--- src/rtl/pipe_ctrl_pkg.sv ---
// Shared types and constants for the pipeline stall/flush controller.
// Stall vector bit order: [0] pc .. [5] mem_wb.
package pipe_ctrl_pkg;

  localparam int INST_AW = 32;

  typedef logic [INST_AW-1:0] inst_addr_t;
  typedef logic [5:0] stall_t;

  localparam stall_t STALL_NONE = 6'b000000;
  localparam stall_t STALL_ID   = 6'b000111;
  localparam stall_t STALL_EX   = 6'b001111;

  typedef enum logic [1:0] {
    ST_RUN      = 2'd0,
    ST_MDU_WAIT = 2'd1,
    ST_FLUSH    = 2'd2
  } state_e;

endpackage

--- src/rtl/pipe_stall_cnt.sv ---
// Saturating up-counter with enable and synchronous active-low clear.
// Holds at all-ones once reached.
module pipe_stall_cnt #(
  parameter int W = 32
) (
  input  logic         clk,
  input  logic         rst,
  input  logic         en,
  output logic [W-1:0] cnt_o
);

  logic [W-1:0] cnt_q;
  logic [W-1:0] cnt_d;

  always_comb begin
    cnt_d = cnt_q;
    if (en && (cnt_q != '1)) cnt_d = cnt_q + 1'b1;
  end

  always_ff @(posedge clk) begin
    if (!rst) cnt_q <= '0;
    else      cnt_q <= cnt_d;
  end

  assign cnt_o = cnt_q;

endmodule

--- src/rtl/pipe_ctrl.sv ---
// Pipeline stall/flush controller: ID hazard stalls, MDU wait with
// timeout watchdog, one-cycle redirect flush and stall-cycle counter.
module pipe_ctrl
  import pipe_ctrl_pkg::*;
#(
  parameter int         EX_TIMEOUT = 64,
  parameter inst_addr_t TRAP_PC    = 32'h0000_0100,
  parameter int         CNT_W      = 32
) (
  input  logic             clk,
  input  logic             rst,
  input  logic             stallreq_id,
  input  logic             ex_start_req,
  input  logic             mdu_ready,
  input  logic             flush_req,
  input  inst_addr_t       flush_pc,
  output stall_t           stall_o,
  output logic             mdu_start,
  output logic             mdu_cancel,
  output logic             flush_o,
  output inst_addr_t       new_pc_o,
  output logic             timeout_o,
  output logic [CNT_W-1:0] stall_cycles_o
);

  localparam int TW = $clog2(EX_TIMEOUT + 1);
  localparam logic [TW-1:0] TMAX = TW'(EX_TIMEOUT - 1);

  state_e        state_q, state_d;
  logic [TW-1:0] timer_q, timer_d;
  inst_addr_t    pc_q, pc_d;
  logic          timeout_q, timeout_d;
  stall_t        stall;
  logic          start;
  logic          cancel;

  always_comb begin
    state_d   = state_q;
    timer_d   = timer_q;
    pc_d      = pc_q;
    timeout_d = timeout_q;
    stall     = STALL_NONE;
    start     = 1'b0;
    cancel    = 1'b0;
    case (state_q)
      ST_RUN: begin
        if (flush_req) begin
          pc_d    = flush_pc;
          state_d = ST_FLUSH;
        end else if (ex_start_req) begin
          start   = 1'b1;
          stall   = STALL_EX;
          timer_d = '0;
          state_d = ST_MDU_WAIT;
        end else if (stallreq_id) begin
          stall = STALL_ID;
        end
      end
      ST_MDU_WAIT: begin
        stall   = STALL_EX;
        timer_d = timer_q + 1'b1;
        if (flush_req) begin
          cancel  = 1'b1;
          stall   = STALL_NONE;
          pc_d    = flush_pc;
          state_d = ST_FLUSH;
        end else if (mdu_ready) begin
          stall   = STALL_NONE;
          state_d = ST_RUN;
        end else if (timer_q == TMAX) begin
          cancel    = 1'b1;
          stall     = STALL_NONE;
          timeout_d = 1'b1;
          pc_d      = TRAP_PC;
          state_d   = ST_FLUSH;
        end
      end
      ST_FLUSH: state_d = ST_RUN;
      default:  state_d = ST_RUN;
    endcase
    // MDU shares rst, so no cancel is needed when reset aborts a wait.
    if (!rst) begin
      stall  = STALL_NONE;
      start  = 1'b0;
      cancel = 1'b0;
    end
  end

  always_ff @(posedge clk) begin
    if (!rst) begin
      state_q   <= ST_RUN;
      timer_q   <= '0;
      pc_q      <= '0;
      timeout_q <= 1'b0;
    end else begin
      state_q   <= state_d;
      timer_q   <= timer_d;
      pc_q      <= pc_d;
      timeout_q <= timeout_d;
    end
  end

  pipe_stall_cnt #(.W(CNT_W)) u_cnt (
    .clk   (clk),
    .rst   (rst),
    .en    (stall[0]),
    .cnt_o (stall_cycles_o)
  );

  assign stall_o    = stall;
  assign mdu_start  = start;
  assign mdu_cancel = cancel;
  assign flush_o    = (state_q == ST_FLUSH);
  assign new_pc_o   = pc_q;
  assign timeout_o  = timeout_q;

endmodule
--- config.mk ---
export PLATFORM = sky130hd
export DESIGN_NAME = pipe_ctrl
export DESIGN_NICKNAME = d
export VERILOG_FILES = /design/src/rtl/pipe_ctrl_pkg.sv /design/src/rtl/pipe_stall_cnt.sv /design/src/rtl/pipe_ctrl.sv
export SDC_FILE = /design/constraint.sdc
export NUM_CORES = 1
export LEC_CHECK = 0
export CAP_MARGIN = 15
export CORE_UTILIZATION = 47
export CTS_CLUSTER_SIZE = 25
export DETAILED_ROUTE_END_ITERATION = 10
export GPL_TIMING_DRIVEN = 1
export PLACE_DENSITY = 0.81
export SYNTH_ARGS = -nofsm -noshare
export SYNTH_HDL_FRONTEND = slang
export SYNTH_HIERARCHICAL = 1
export SYNTH_SLANG_ARGS = --single-unit
--- constraint.sdc ---
create_clock -name clk -period 3.9 [get_ports clk]
set_input_delay 0.78 -clock clk [delete_from_list [all_inputs] [get_ports clk]]
set_output_delay 0.78 -clock clk [all_outputs]
set_load 0.05 [all_outputs]
After elaboration in Yosys (flattened, before gate mapping)

Index checks and enable logic that the tools add are counted.

Equal/unequal tests: 11
Muxes and demuxes: 31
Reductions and logical operators: 7
Bitwise logic cells: 2
$add $sub $neg: 2

Operators with widths:

| cell                  | number |
|---|---|
| $mux 32               | 4 |
| $pmux 32 s2           | 1 |
| $add 32x1->32 const B | 1 |
| $ne 32x32->1 const B  | 1 |
| $mux 4                | 5 |
| $mux 7                | 2 |
| $pmux 7 s2            | 1 |
| $mux 2                | 5 |
| $mux 1                | 9 |
| $ne 3x3->1 const B    | 3 |
| $pmux 4 s2            | 1 |
| $reduce_and 4->1      | 2 |
| $add 7x1->7 const B   | 1 |
| $eq 7x6->1 const B    | 1 |
| $mux 6                | 1 |
| $ne 2x2->1 const B    | 3 |
| $ne 4x4->1 const B    | 1 |
| $pmux 2 s2            | 1 |
| $mux 3                | 1 |
| $reduce_and 3->1      | 1 |
| $eq 2x1->1 const B    | 1 |
| $eq 2x2->1 const B    | 1 |
| $logic_not 2->1       | 1 |
| $not 1->1             | 2 |
| other kinds (3)       | 3 |

Bits of input ports: 38
Output and inout bits: 74
Flip-flop bits (word level): 74
Logic and storage cells: 58

Depth between registers and ports, before layout

Word-level depth: 7
Mapped depth: 11

By module

Netlist, hierarchy kept.

By module, submodules not included:

| module         | cells an instance | area an instance (µm²) | instances | seq. area each (µm²) |
|---|---|---|---|---|
| pipe_ctrl      | 220               | 1854.3                 | 1         | 840.8 |
| pipe_stall_cnt | 200               | 1704.1                 | 1         | 640.6 |

Worst setup path after synthesis

Ideal clock, no wire load.

Kind: input port to flip-flop
From: input port flush_req
To: register u_cnt.cnt_q[31], in the netlist u_cnt/cnt_o[31]
Arrival time: 4.585 ns
Setup time: 0.070 ns
Path slack: -0.755 ns
Cell stages on the path: 9
Path buffers: 1
Required time: 3.830 ns
Cells stage by stage: buf_2 nor3_1 o21ai_0 a21boi_0 nand4_1 or4_4 or3_1 or4_1 a21oi_1

Cells in the longest elaborated chain, start to end: 4
Elaborated cells between the ends (all ways): 5
Those cells by class: 4 x mux; 1 x reduce/logical

Ends and longest elaborated chain:

| item                             | line                             | text |
|---|---|---|
| from (decl)                      | pipe_ctrl.sv:15                  | `input logic flush_req,` |
| $mux 4, on equally long branches | pipe_ctrl.sv:62, pipe_ctrl.sv:47 |  |
| $pmux 4 s2 *                     | pipe_ctrl.sv:45                  | `case (state_q)` |
| $mux 6 *                         | pipe_ctrl.sv:82                  | `if (!rst) begin` |
| net stall_o[0]                   | pipe_ctrl.sv:17                  | `output stall_t stall_o,` |
| $logic_and 1x1->1 *              | pipe_stall_cnt.sv:17             | `if (en && (cnt_q != '1)) cnt_d = cnt_q + 1'b1;` |
| to (signal assigned)             | pipe_stall_cnt.sv:22             | `else cnt_q <= cnt_d;` |
| to (decl)                        | pipe_stall_cnt.sv:12             | `logic [W-1:0] cnt_q;` |

Mark *: on every way through the listed nets, which the timed path passes. The rest lies on a longest branch.
A chain may end at the register's enable or synchronous reset.

Worst setup path in the final report

From: input port flush_req
To: register u_cnt.cnt_q[31], in the netlist u_cnt/cnt_o[31]

Cells in the longest elaborated chain, start to end: 4
Elaborated cells between the ends (all ways): 5
Those cells by class: 4 x mux; 1 x reduce/logical

Ends and longest elaborated chain:

| item                             | line |
|---|---|
| $mux 4, on equally long branches | pipe_ctrl.sv:62, pipe_ctrl.sv:47 |
| $pmux 4 s2 *                     | pipe_ctrl.sv:45 |
| $mux 6 *                         | pipe_ctrl.sv:82 |
| $logic_and 1x1->1 *              | pipe_stall_cnt.sv:17 |

Mark *: on every way between the ends. The rest lies on a longest branch, timed or not.

==> summary.txt <==
Drt
  • DRC: 0
  • Via count: 3598
  • Vias per inst: 5.841
  • Routed Antenna Nets: 0
  • Final WL: 9647 um
  • Wire length per cell: 15.66 um
  • Drt pass-1 iters: 5
  • DRT iter0 DRCs: 228
  • WL met2: 4938 um
  • Top layer in use: met4
  • M1 WL: 3990 um
  • Met3 wire length: 542 um

Synth
  • EDFF count, synth: 0
  • Top FF cell, synth: dfxtp_1
  • Seq/Total Area, Yosys: 41.63%
  • Yosys reg bits: 74
  • Post-synthesis mux area share: 1.969%
  • Synth Area in Adders: 0.7032%
  • Yosys warning count: 6
  • Mapped Area: 3558 sq um
  • Synth async-reset ratio: 0%
  • Netlist cell types: 52
  • Simple-Gate Fraction of Synth Area: 30.98%
  • Post-Synthesis Cells: 420
  • Synth Area in Compound Gates: 16.17%
  • Xor and xnor area share after synthesis: 2.215%
  • Largest family of logic cells by synthesized area: simple AND/OR/NAND/NOR gates
  • Syn Area/Cell: 8.472 sq um

Pwr
  • Flop pwr share: 45.4%
  • Switching share of power: 27.24%
  • Clock power share: 38.9%
  • Lkg Pwr: 1.641 nW
  • Combinational Power Share: 15.8%
  • Overall power: 1.754 mW
  • Sw Pwr: 0.4778 mW
  • Peak VDD IR: 0.0002755 V
  • Internal power: 1.276 mW
  • PD cells: 357.8 nW/um^2

Clocking
  • Resized cells post-CTS: 0
  • TritonCTS Buffers: 9
  • Worst skew pair latency: 360 ps
  • Clock sink total: 74
  • Root Driver: clkbuf_8
  • Setup bufs post-CTS: 0
  • H-tree levels: 3
  • Clk slew on worst S/H paths: 80 ps
  • # hold bufs at CTS: 0
  • Maximum root-to-sink buffer count: 2
  • CTS tree: built

Critical path
  • Critical path class: in2reg
  • CP peak stage delay: 540 ps
  • Maximum fanout along the worst path: 6
  • Crit-path slowest cell: or4_4
  • CP cell instances: clkdlybuf4s50_1 > nor3_1 > o21ai_0 > a21boi_2 > nand4_1 > or4_4 > or3_1 > or4_1 > a21oi_1
  • Bufs and invs on worst path: 1
  • Crit path launch type: input port
  • CP delay by family, top: simple AND/OR/NAND/NOR gates
  • Crit end category: flop
  • Worst EP arrival: 3770 ps
  • CP Data Required Time: 4180 ps

Cells and area
  • Filler cell count: 615
  • Layout cells sized above 1: 7.737%
  • Non-filler instance count after layout: 616
  • Antenna cells: 0
  • Core Util, Final: 67.23%
  • # nets final: 553
  • Layout area overhead: 37.76%

STA
  • Peak Freq: 0.2866 GHz
  • Fin Setup TNS: 0 ps
  • Final min period: 3489 ps
  • Final setup vio count: 0
  • Slew Limit Fails: 0
  • RSZ-0062 raised after global routing: false
  • Final cycle utilization of the critical path: 89.46%
  • Slew @ Worst Pin: 814.2 ps
  • Rel. slew slack: 45.27%
  • Final-report hold violation count: 0
  • Final Skew: 16.81 ps

Global routing
  • Gr usage total: 24.72%
  • Vias in the first global route: 3292
  • Grt ovf: 0
  • Largest net degree at the start of global routing: 74
  • Initial antenna violation count: 0
  • First-pass GRT wire length: 15210 um

Die
  • Full die area: 7923 sq um
  • Die Span Y: 89.01 um
  • Core area: 7292 sq um
  • Boundary Pins: 112
  • # rows: 31
  • Starting density of the core: 48.80%
  • Die Wd: 89.01 um

Placement
  • GP Congestion: 0.8616
  • I/O Buffers: 109
  • HPWL after DPL: 6626 um
  • Placed cell count: 600

Flow run
  • Max Cap Violations: 0

Min path
  • Worst Hold Class: reg2reg

Run status
  • Status: complete, no violations
[worst reg2reg max path: stages, from the launching register on]
cell and delay, ps:
dfxtp_1 420, nand2b_1 290, nor3_1 270, o21ai_0 270, a21boi_2 220, nand4_1 170
or4_4 540, or3_1 410, or4_1 410, a21oi_1 140
[per-layer routing]
metal,vias up,GRT usage (%)
met4,0,11.11
met3,17,6.279
met2,114,41.26
met1,1728,30.17
met5,-,0
li1,1739,-
[sequential cells by signal (all words and copies together), names as in the netlist]
| name | count |
|---|---|
| new_pc_o | 32 |
| state_q | 2 |
| timeout_o | 1 |
| timer_q | 7 |
| u_cnt/cnt_o | 32 |
[cells in the final DEF, fill, tap and decap left out, types with 9 or more instances in the layout]
master	instances
or4_1	11
o31ai_1	11
clkdlybuf4s50_1	104
nor2_1	20
nand4_1	9
clkbuf_8	11
nand2b_1	12
nand3_1	73
a21oi_1	19
nand2_1	20
dfxtp_1	74
o21ai_0	37
[stage by stage]
| step | setup WS [ps] | area (sq um) | hold slack, ps |
|---|---|---|---|
| finish | 411.1 | 4902 | 472.1 |
| global route | 193.2 | 4902 | 488.7 |
| CTS | 477.0 | 4887 | 473.7 |
| detailed placement | 118.3 | 4662 | 464.4 |
| global placement | 291.5 | 4662 | 454.7 |
| floorplan | 185.4 | 3566 | 501.0 |
[power groups by stage]
stage                     Combinational [mW]  Sequential [mW]  Clock [mW]
after global routing                   0.292            0.799       0.729
after detailed placement               0.273            0.813           0
after CTS                              0.274            0.796       0.691
final                                  0.277            0.796       0.682
after floorplan                       0.0899            0.889           0
after global placement                 0.270            0.812           0
[synth_stat cells (6+ instances only)]
| cell | instances | area, sq um |
|---|---|---|
| o31ai_1 | 11 | 82.58 |
| xnor2_1 | 6 | 52.55 |
| or4_1 | 11 | 82.58 |
| nor2b_1 | 6 | 37.54 |
| buf_2 | 9 | 45.04 |
| o21ai_0 | 37 | 185.2 |
| nor4_1 | 6 | 37.54 |
| nand2_1 | 20 | 75.07 |
| nand3_1 | 73 | 365.4 |
| nand4_1 | 9 | 56.30 |
| mux2i_1 | 7 | 70.07 |
| nand2b_1 | 12 | 75.07 |
| nor2_1 | 20 | 75.07 |
| dfxtp_1 | 74 | 1481 |
| clkbuf_1 | 17 | 63.81 |
| nor3_1 | 8 | 40.04 |
| a21oi_1 | 19 | 95.09 |
| and4_1 | 6 | 52.55 |
[cell families (layout without fill, tap and decap cells)]
kind of cell / count (synthesis) / after routing
fa+ha+maj: 2 / 2
other cells: 1 / 2
simple gates: 194 / 194
xor+xnor: 9 / 9
mux: 7 / 7
compound gates: 92 / 92
flops: 74 / 74
buf+inv: 41 / 137
[path summary, 6_finish.rpt]
check | from | end | slack (ps) | cells after the start
setup reg to reg | state_q[1] | u_cnt/cnt_o[31] | 700 | 9
hold reg to reg | new_pc_o[2] | new_pc_o[2] | 470 | 2
setup / recovery | flush_req | u_cnt/cnt_o[31] | 410 | 9
hold / removal | new_pc_o[2] | new_pc_o[2] | 470 | 2
[final cells by class]
class                      count  area [sq um]  share of cell area [%]
clock buffer                  11         151.4                   3.088
clock inverter                 4         73.82                   1.506
inverter                       5         18.77                  0.3828
multi-input combinational    306          1872                   38.18
sequential                    74          1481                   30.22
tap                           99         123.9                   2.527
timing repair buffer         117          1181                   24.09
Power figures use the tool's default switching activity.
